`src/rtl/disp_page_arbiter_pkg.sv`:
```
// disp_page_arbiter_pkg: shared FSM state encoding and parameter defaults for the display page arbiter
package disp_page_arbiter_pkg;
  typedef enum logic [1:0] {
    IDLE     = 2'd0,
    FADE_IN  = 2'd1,
    SHOW     = 2'd2,
    FADE_OUT = 2'd3
  } state_t;
  localparam int DW_DEF            = 4;
  localparam int DWELL_CNT_DEF     = 50_000_000;
  localparam int FADE_STEP_CNT_DEF = 1_562_500;
endpackage

```
`src/rtl/disp_page_arbiter_step_tick_gen.sv`:
```
// step_tick_gen: mod-M counter (clk, reset, clr in; tick out) whose tick is high for the one cycle the count sits at M-1
module step_tick_gen
  import disp_page_arbiter_pkg::*;
#(
  parameter int M = 2
) (
  input  logic clk,
  input  logic reset,
  input  logic clr,
  output logic tick
);
  localparam int W = M > 1 ? $clog2(M) : 1;
  logic [W-1:0] cnt;
  assign tick = cnt == W'(M - 1);
  always_ff @(posedge clk) begin
    if (reset || clr) cnt <= '0;
    else cnt <= tick ? '0 : cnt + W'(1);
  end
endmodule

```
`src/rtl/disp_page_arbiter.sv`:
```
// disp_page_arbiter: round-robin display sharing with dwell and fades (clk, reset, req, page0/1 hex+dp, duty_max in; gnt, hex_out, dp_out, an_dt, busy out)
module disp_page_arbiter
  import disp_page_arbiter_pkg::*;
#(
  parameter int DWELL_CNT     = DWELL_CNT_DEF,
  parameter int FADE_STEP_CNT = FADE_STEP_CNT_DEF,
  parameter int DW            = DW_DEF
) (
  input  logic          clk,
  input  logic          reset,
  input  logic [1:0]    req,
  input  logic [15:0]   page0_hex,
  input  logic [3:0]    page0_dp,
  input  logic [15:0]   page1_hex,
  input  logic [3:0]    page1_dp,
  input  logic [DW-1:0] duty_max,
  output logic [1:0]    gnt,
  output logic [15:0]   hex_out,
  output logic [3:0]    dp_out,
  output logic [DW-1:0] an_dt,
  output logic          busy
);
  state_t state, state_n;
  logic [1:0] gnt_n;
  logic last, last_n;
  logic [DW-1:0] dt_n;
  logic step_tick, dwell_tick, cur_req, oth_req;
  assign cur_req = |(req & gnt);
  assign oth_req = |(req & ~gnt);
  step_tick_gen #(.M(FADE_STEP_CNT)) u_step (
    .clk(clk), .reset(reset), .clr(state == IDLE || state == SHOW), .tick(step_tick)
  );
  step_tick_gen #(.M(DWELL_CNT)) u_dwell (
    .clk(clk), .reset(reset), .clr(state != SHOW), .tick(dwell_tick)
  );
  always_comb begin
    state_n = state;
    gnt_n   = gnt;
    last_n  = last;
    dt_n    = an_dt;
    case (state)
      IDLE: if (|req) begin
        state_n = FADE_IN;
        gnt_n   = (req == 2'b11) ? (last ? 2'b01 : 2'b10) : (req[1] ? 2'b10 : 2'b01);
        dt_n    = '0;
      end
      FADE_IN: if (step_tick) begin
        dt_n    = an_dt >= duty_max ? duty_max : an_dt + DW'(1);
        state_n = an_dt >= duty_max ? SHOW : FADE_IN;
      end
      SHOW: begin
        dt_n = duty_max;
        if (!cur_req || (dwell_tick && oth_req)) state_n = FADE_OUT;
      end
      FADE_OUT: if (step_tick) begin
        if (an_dt != '0) dt_n = an_dt - DW'(1);
        else begin
          last_n  = gnt[1];
          state_n = (oth_req || cur_req) ? FADE_IN : IDLE;
          gnt_n   = oth_req ? ~gnt : (cur_req ? gnt : 2'b00);
        end
      end
      default: ;
    endcase
  end
  always_ff @(posedge clk) begin
    if (reset) begin
      state   <= IDLE;
      gnt     <= 2'b00;
      last    <= 1'b1;
      an_dt   <= '0;
      hex_out <= '0;
      dp_out  <= '0;
      busy    <= 1'b0;
    end else begin
      state   <= state_n;
      gnt     <= gnt_n;
      last    <= last_n;
      an_dt   <= dt_n;
      hex_out <= gnt_n[0] ? page0_hex : (gnt_n[1] ? page1_hex : '0);
      dp_out  <= gnt_n[0] ? page0_dp : (gnt_n[1] ? page1_dp : '0);
      busy    <= state_n == FADE_IN || state_n == FADE_OUT;
    end
  end
endmodule

```
`config.mk`:
```
export PLATFORM = sky130hd
export DESIGN_NAME = disp_page_arbiter
export DESIGN_NICKNAME = d
export VERILOG_FILES = /design/src/rtl/disp_page_arbiter_pkg.sv /design/src/rtl/disp_page_arbiter_step_tick_gen.sv /design/src/rtl/disp_page_arbiter.sv
export SDC_FILE = /design/constraint.sdc
export NUM_CORES = 1
export LEC_CHECK = 0
export ABC_AREA = 1
export BUFFER_PORTS_ARGS = -buffer_cell sky130_fd_sc_hd__buf_2
export CORE_MARGIN = 10
export CORE_UTILIZATION = 50
export CTS_CLUSTER_SIZE = 40
export DETAILED_ROUTE_END_ITERATION = 10
export MAX_ROUTING_LAYER = met4
export PLACE_DENSITY_LB_ADDON = 0.25
export SYNTH_ARGS = -nofsm -noshare
export SYNTH_HDL_FRONTEND = slang
export SYNTH_HIERARCHICAL = 1
export SYNTH_SLANG_ARGS = --single-unit
```
`constraint.sdc`:
```
create_clock -name clk -period 4.75 [get_ports clk]
set_input_delay 1.425 -clock clk [delete_from_list [all_inputs] [get_ports clk]]
set_output_delay 1.425 -clock clk [all_outputs]
set_load 0.02 [all_outputs]
```
==> results of run 1 <==
state kept, by name (all words and copies together), names as in the netlist:
name and cells:
hex_out 16, busy 1, last 1, u_dwell/cnt 26
dp_out 4, u_step/cnt 21, an_dt 4, state 1
gnt 2
synth_stat cells, types with 4 or more instances:
library cell and n:
nand2_1 202, nor2_1 87, inv_1 84, dfxtp_1 76, nand3_1 48, a21oi_1 28, nor2_2 22, nand2_2 20
nand4_1 18, inv_2 13, ha_1 12, xnor2_1 12, buf_6 10, nor2_4 8, nand3b_1 7, o21ai_0 7
xor2_1 7, and2_1 5, clkbuf_1 4
worst min-delay path by stage:
stage,start,end,slack (ps),cells after the start
2_1_floorplan,u_dwell/cnt[0]$_SDFF_PP0_,u_dwell/cnt[0]$_SDFF_PP0_,430,1
3_3_place_gp,u_dwell/cnt[0]$_SDFF_PP0_,u_dwell/cnt[0]$_SDFF_PP0_,440,1
3_5_place_dp,u_step/cnt[0]$_SDFF_PP0_,u_step/cnt[0]$_SDFF_PP0_,450,1
4_1_cts,u_dwell/cnt[0]$_SDFF_PP0_,u_dwell/cnt[0]$_SDFF_PP0_,470,1
5_1_grt,u_step/cnt[20]$_SDFF_PP0_,u_step/cnt[20]$_SDFF_PP0_,510,2
6_report,u_dwell/cnt[0]$_SDFF_PP0_,u_dwell/cnt[0]$_SDFF_PP0_,470,1
power breakdown:
group | leakage (nW) | internal (mW) | total (mW) | switching (mW)
registers | 0.617 | 0.659 | 0.670 | 0.0109
clock network | 0.111 | 0.316 | 0.572 | 0.256
logic | 1.48 | 0.0752 | 0.222 | 0.147
final cells by class:
cell class              count  area, µm²  area share (%)
clock buffers              10      137.6           2.638
clock inverters             6      95.09           1.823
inverters                  99      374.1           7.170
multi-input cells         506       2580           49.45
flip-flops and latches     76       1521           29.16
well taps                 111      138.9           2.662
repair buffers             74      370.4           7.098
cell families (layout without fill, tap and decap cells):
family | count (synthesis) | count (layout) | synth area share (%)
adders and majority gates | 12 | 12 | 3.250
and+or+nand+nor | 428 | 428 | 43.07
AOI/OAI and AO/OA | 47 | 47 | 5.931
buffers and inverters | 116 | 189 | 11.21
DFF | 76 | 76 | 32.94
xor gates and xnor gates | 19 | 19 | 3.602
layer usage:
metal	vias to the layer above	track usage (%)
met3	11	3.801
met1	1913	21.71
li1	2296	-
met4	0	5.421
met2	112	26.96
met5	-	-
cell usage in the layout, fill, tap and decap left out, types with 18 or more instances in the layout:
cell,netlist,final
nand4_1,18,18
nand3_1,48,48
inv_1,84,84
dfxtp_1,76,76
nor2_1,87,87
a21oi_1,28,28
buf_2,1,74
nor2_2,22,22
nand2_2,20,20
nand2_1,202,202
metrics by stage:
stage                     cells  power, mW  hold WS [ps]
final                       882      1.464         468.2
after global routing        882      1.543         511.9
after CTS                   882      1.482         470.5
after detailed placement    866     0.9072         451.3
after global placement      866     0.9033         439.0
after floorplan             698     0.8545         429.6
==> results_dict.tcl, run 1 <==
set metrics [dict create \
    synth-async-reset-ratio_pct 0 \
    clockBufferDepth 2 \
    place_congestion 0.9133 \
    worst_ir_drop_vdd_v 0.0002020 \
    antenna_cells 0 \
    final_core_util_pct 57.28 \
    hold_viol_final 0 \
    arrival_ps 1180 \
    setup_viol 0 \
    r2r_cells 14 \
    ys_warn_count 6 \
    antenna_found_initial 0 \
    critPathSlowestCell "dfxtp_1" \
    regToRegStartpoint "u_step/cnt[0]$_SDFF_PP0_" \
    met2_length_um 5052 \
    post_cts_buffers 0 \
    slowest_delay_ps 590 \
    fillers 883 \
    outcome "complete, no violations" \
    cts_buffers 9 \
    die_area_um2 13480 \
    detail_route.wl_per_cell_um 12.31 \
    setup_ws_ps 2140 \
    grt_pass1_wl_um 18730 \
    synth_area_um2 4619 \
    min_path_type "reg -> reg" \
    finalSetupTns_ps 0 \
    r2r-end "dp_out[0]$_SDFF_PP0_" \
    drt_iter0_markers 184 \
    drv_cap 0 \
    met1Wirelength_um 5134 \
    core-area_um2 9109 \
    synth_area_leaders "dfxtp_1 33%, nand2_1 16%, nor2_1 7.1%" \
    pre_cts_ws_ps 1846 \
    ant_nets 0 \
    synth-edff-count 0 \
    cts_root_buffer "clkbuf_8" \
    cp-endpoint "an_dt[3]" \
    hpwlAfterDp_um 8306 \
    power_density_nw_per_um2 280.6 \
    cts_resized 0 \
    final_nets 826 \
    post-route-drc-count 0 \
    cts_tree "yes" \
    ioPinCount 75 \
    fmax_mhz 383.2 \
    cts_hold_buf 0 \
    clk_latency_ps 350 \
    grt_max_degree 29 \
    rsz0062_at_grt "false" \
    critPathTopFamily "flip-flops" \
    syn_inst 698 \
    start_util_pct 50.71 \
    crit_buf_inv 1 \
    synth_top_area_share_pct 32.94 \
    grtUsageTotal_pct 17.23 \
    drive_gt1_share_pct 21.40 \
    dr.pass1.iters 5 \
    gr-total-overflow 0 \
    yosysUniqueCellTypes 39 \
    crit_chain "buf_2" \
    slew_violations 0 \
    totalWireLength_um 10860 \
    path_clk_slew_ps 80 \
    htreeDepth 3 \
    syn2layout_area_growth_pct 12.95 \
    placed_area_um2 4985 \
    avgSynthCellArea_um2 6.618 \
    worst_setup_path_start_kind "register" \
    rrSetupSlack_ps 2300 \
    final_area_um2 5218 \
    relSlewSlack_pct 49.98 \
    finalCritPeriodShare_pct 54.94 \
    crit_cells 1 \
    startpoint "an_dt[3]$_SDFFE_PP0P_" \
    endpoint_kind "primary output" \
    ys_seq_elements 76 \
    clock_sinks 76 \
    crit_fanout 7 \
    synthFlopType "dfxtp_1" \
    die_w_um 116.1 \
    grt_pass1_vias 4151 \
    viasPerCell 4.912 \
    die_h_um 116.1 \
    top_layer "met4" \
    synth.net_count 758 \
    leakage_nw 2.208 \
    worstPathRequired_ps 3320 \
    finalCriticalPeriod_ps 2610 \
    seq_area_frac_synth_pct 32.94 \
    portBuffers 74 \
    synth_area_leader_cell "dfxtp_1" \
    worst_pin_slew_ps 745.7 \
    wl_met3_um 553 \
    path_class "reg -> out" \
    finalClockSkew_ps 13.05 \
    row_count 35 \
    vias 4332 \
]
Power figures use the tool's default switching activity.
==> inputs of run 2 (changes only) <==
==> constraint.sdc (replaced) <==
create_clock -name clk -period 2.2 [get_ports clk]
set_input_delay 0.66 -clock clk [delete_from_list [all_inputs] [get_ports clk]]
set_output_delay 0.66 -clock clk [all_outputs]
set_load 0.02 [all_outputs]
==> run 2 against run 1 <==
  * Clock skew rose by 4.1 ps
  * Cell area up 2.5%
  * Combinational power grew 130%
  * Total power grew 110%
  * Wire length increased by 0.39%
  * Die area is the same
  * Count of clock-buffer cells in the layout rose by 1
  * Register-to-register slack worse by 2100 ps
  * Critical endpoint is now hex_out[14]$_SDFF_PP0_
==> results_dict.tcl, run 2 (synthesis results as in run 1) <==
set metrics [dict create \
    outcome "complete, no violations" \
    critPathTopFamily "simple AND/OR/NAND/NOR gates" \
    die_h_um 116.1 \
    fillers 876 \
    finalClockSkew_ps 17.19 \
    row_count 35 \
    drt_iter0_markers 196 \
    clockBufferDepth 2 \
    slowest_delay_ps 370 \
    relSlewSlack_pct 58.85 \
    worst_pin_slew_ps 615.6 \
    r2r-end "hex_out[14]$_SDFF_PP0_" \
    power_frac_comb_pct 16.1 \
    regArea_um2 1523 \
    power.clock.fraction_pct 37.8 \
    netSwitchingFraction_pct 28.21 \
    post-route-drc-count 0 \
    power.share.sequential_pct 46.1 \
    critPathSlowestCell "dfxtp_1" \
    regToRegStartpoint "u_step/cnt[1]$_SDFF_PP0_" \
    arrival_ps 2240 \
    place_congestion 0.9178 \
    hold_start "u_step/cnt[0]$_SDFF_PP0_" \
    antenna_found_initial 0 \
    grtUsageTotal_pct 17.26 \
    final_nets 843 \
    rrSetupSlack_ps 210 \
    worst_ir_drop_vdd_v 0.0003363 \
    start_util_pct 50.71 \
    power_density_nw_per_um2 585.8 \
    mostFrequentLayoutCells "202 x nand2_1, 87 x nor2_1, 83 x inv_1, 75 x dfxtp_1, 74 x buf_2" \
    clock_sinks 76 \
    hold_end "u_step/cnt[0]$_SDFF_PP0_" \
    syn2layout_area_growth_pct 15.82 \
    p_sw_uw 884.0 \
    detail_route.wl_per_cell_um 12.12 \
    top_regs "u_dwell/cnt: 26 flops, u_step/cnt: 21 flops, hex_out: 16 flops" \
    drive_gt1_share_pct 23.22 \
    worstPathRequired_ps 2450 \
    grt_pass1_wl_um 18790 \
    totalWireLength_um 10900 \
    antenna_cells 0 \
    grt_pass1_vias 4257 \
    drv_cap 0 \
    finalCritPeriodShare_pct 90.46 \
    cts_buffers 9 \
    slew_violations 0 \
    worst_setup_path_start_kind "register" \
    dr.pass1.iters 4 \
    crit_fanout 20 \
    final_area_um2 5350 \
    r2r_cells 14 \
    placed_area_um2 5097 \
    die_area_um2 13480 \
    gr-total-overflow 0 \
    htreeDepth 3 \
    leakage_nw 2.281 \
    setup_viol 0 \
    largest-register "u_dwell/cnt" \
    viasPerCell 4.909 \
    vias 4413 \
    hold_viol_final 0 \
    cts_tree "yes" \
    timing.critical_path.mode_cell "nand2_1" \
    core-area_um2 9109 \
    clk_latency_ps 360 \
    path_class "reg -> reg" \
    p_int_mw 2.250 \
    path_clk_slew_ps 80 \
    largest_reg_flops 26 \
    min_path_type "reg -> reg" \
    mostFrequentLayoutCell "nand2_1" \
    endpoint_kind "register" \
    fmax_mhz 502.5 \
    hpwlAfterDp_um 8398 \
    ioPinCount 75 \
    finalCriticalPeriod_ps 1990 \
    multiInputGateArea_um2 2596 \
    ant_nets 0 \
    crit_buf_inv 2 \
    finalSetupTns_ps 0 \
    min_path_cells 1 \
    portBuffers 74 \
    die_w_um 116.1 \
    crit_chain "ha_2, nand2_1, nor3_1, nand3_1, inv_2, nand4_1, nand3_1, nand2_1, nand2_1, nand2_4, nand2_1, nand2_1, inv_1, nor2_2" \
    cts_hold_buf 0 \
    cts_root_buffer "clkbuf_8" \
    grt_max_degree 29 \
]
-- run 2: power groups by stage --
stage                     registers [mW]  logic, mW  clock network (mW)
final                               1.44      0.506                1.18
after global routing                1.45      0.568                1.27
after CTS                           1.44      0.501                1.22
after detailed placement            1.48      0.499                   0
after global placement              1.48      0.490                   0
after floorplan                     1.54      0.310                   0
-- run 2: how the worst max path moves through the flow --
stage	slack [ps]	cells after the start	start	to
finish	210	14	u_step/cnt[1]$_SDFF_PP0_	hex_out[14]$_SDFF_PP0_
CTS	30	14	u_step/cnt[0]$_SDFF_PP0_	hex_out[5]$_SDFF_PP0_
detailed placement	50	14	u_step/cnt[0]$_SDFF_PP0_	hex_out[5]$_SDFF_PP0_
floorplan	310	10	duty_max[3]	state[1]$_SDFF_PP0_
global route	-7	14	u_step/cnt[1]$_SDFF_PP0_	hex_out[14]$_SDFF_PP0_
global placement	150	14	u_step/cnt[0]$_SDFF_PP0_	hex_out[12]$_SDFF_PP0_
-- run 2: through the flow --
stage          setup slack [ps]  std cells  util (%)  total power [mW]  hold WS [ps]
5_1_grt                  -7.224        899     58.74             3.289         457.9
6_report                  209.8        899     58.74             3.134         441.4
4_1_cts                   30.60        897     58.34             3.164         465.8
3_5_place_dp              47.27        881     55.96             1.975         451.8
2_1_floorplan             307.7        698         -             1.845         429.6
3_3_place_gp              152.4        881     55.96             1.966         443.3
-- run 2: area by class of cell --
| class | count | area share, % |
|---|---|---|
| Multi-Input combinational cell | 506 | 48.53 |
| Sequential cell | 76 | 28.46 |
| Timing Repair Buffer | 91 | 9.378 |
| Inverter | 99 | 6.993 |
| Tap cell | 111 | 2.596 |
| Clock buffer | 11 | 2.456 |
| Clock inverter | 5 | 1.590 |
-- run 2: metal layers --
metal,GRT usage (%),up-vias,part of all wire [%]
met1,20.82,1966,47
met2,27.53,117,47
met5,-,-,0
li1,-,2325,-
met3,5.033,5,6.0
met4,4.837,0,0.71
-- run 2: what timing repair did --
| action | 4_1_cts | 5_1_grt |
|---|---|---|
| gates resized for setup | 0 | 6 |
| setup endpoints to repair | 0 | 25 |
| setup buffers | 0 | 2 |
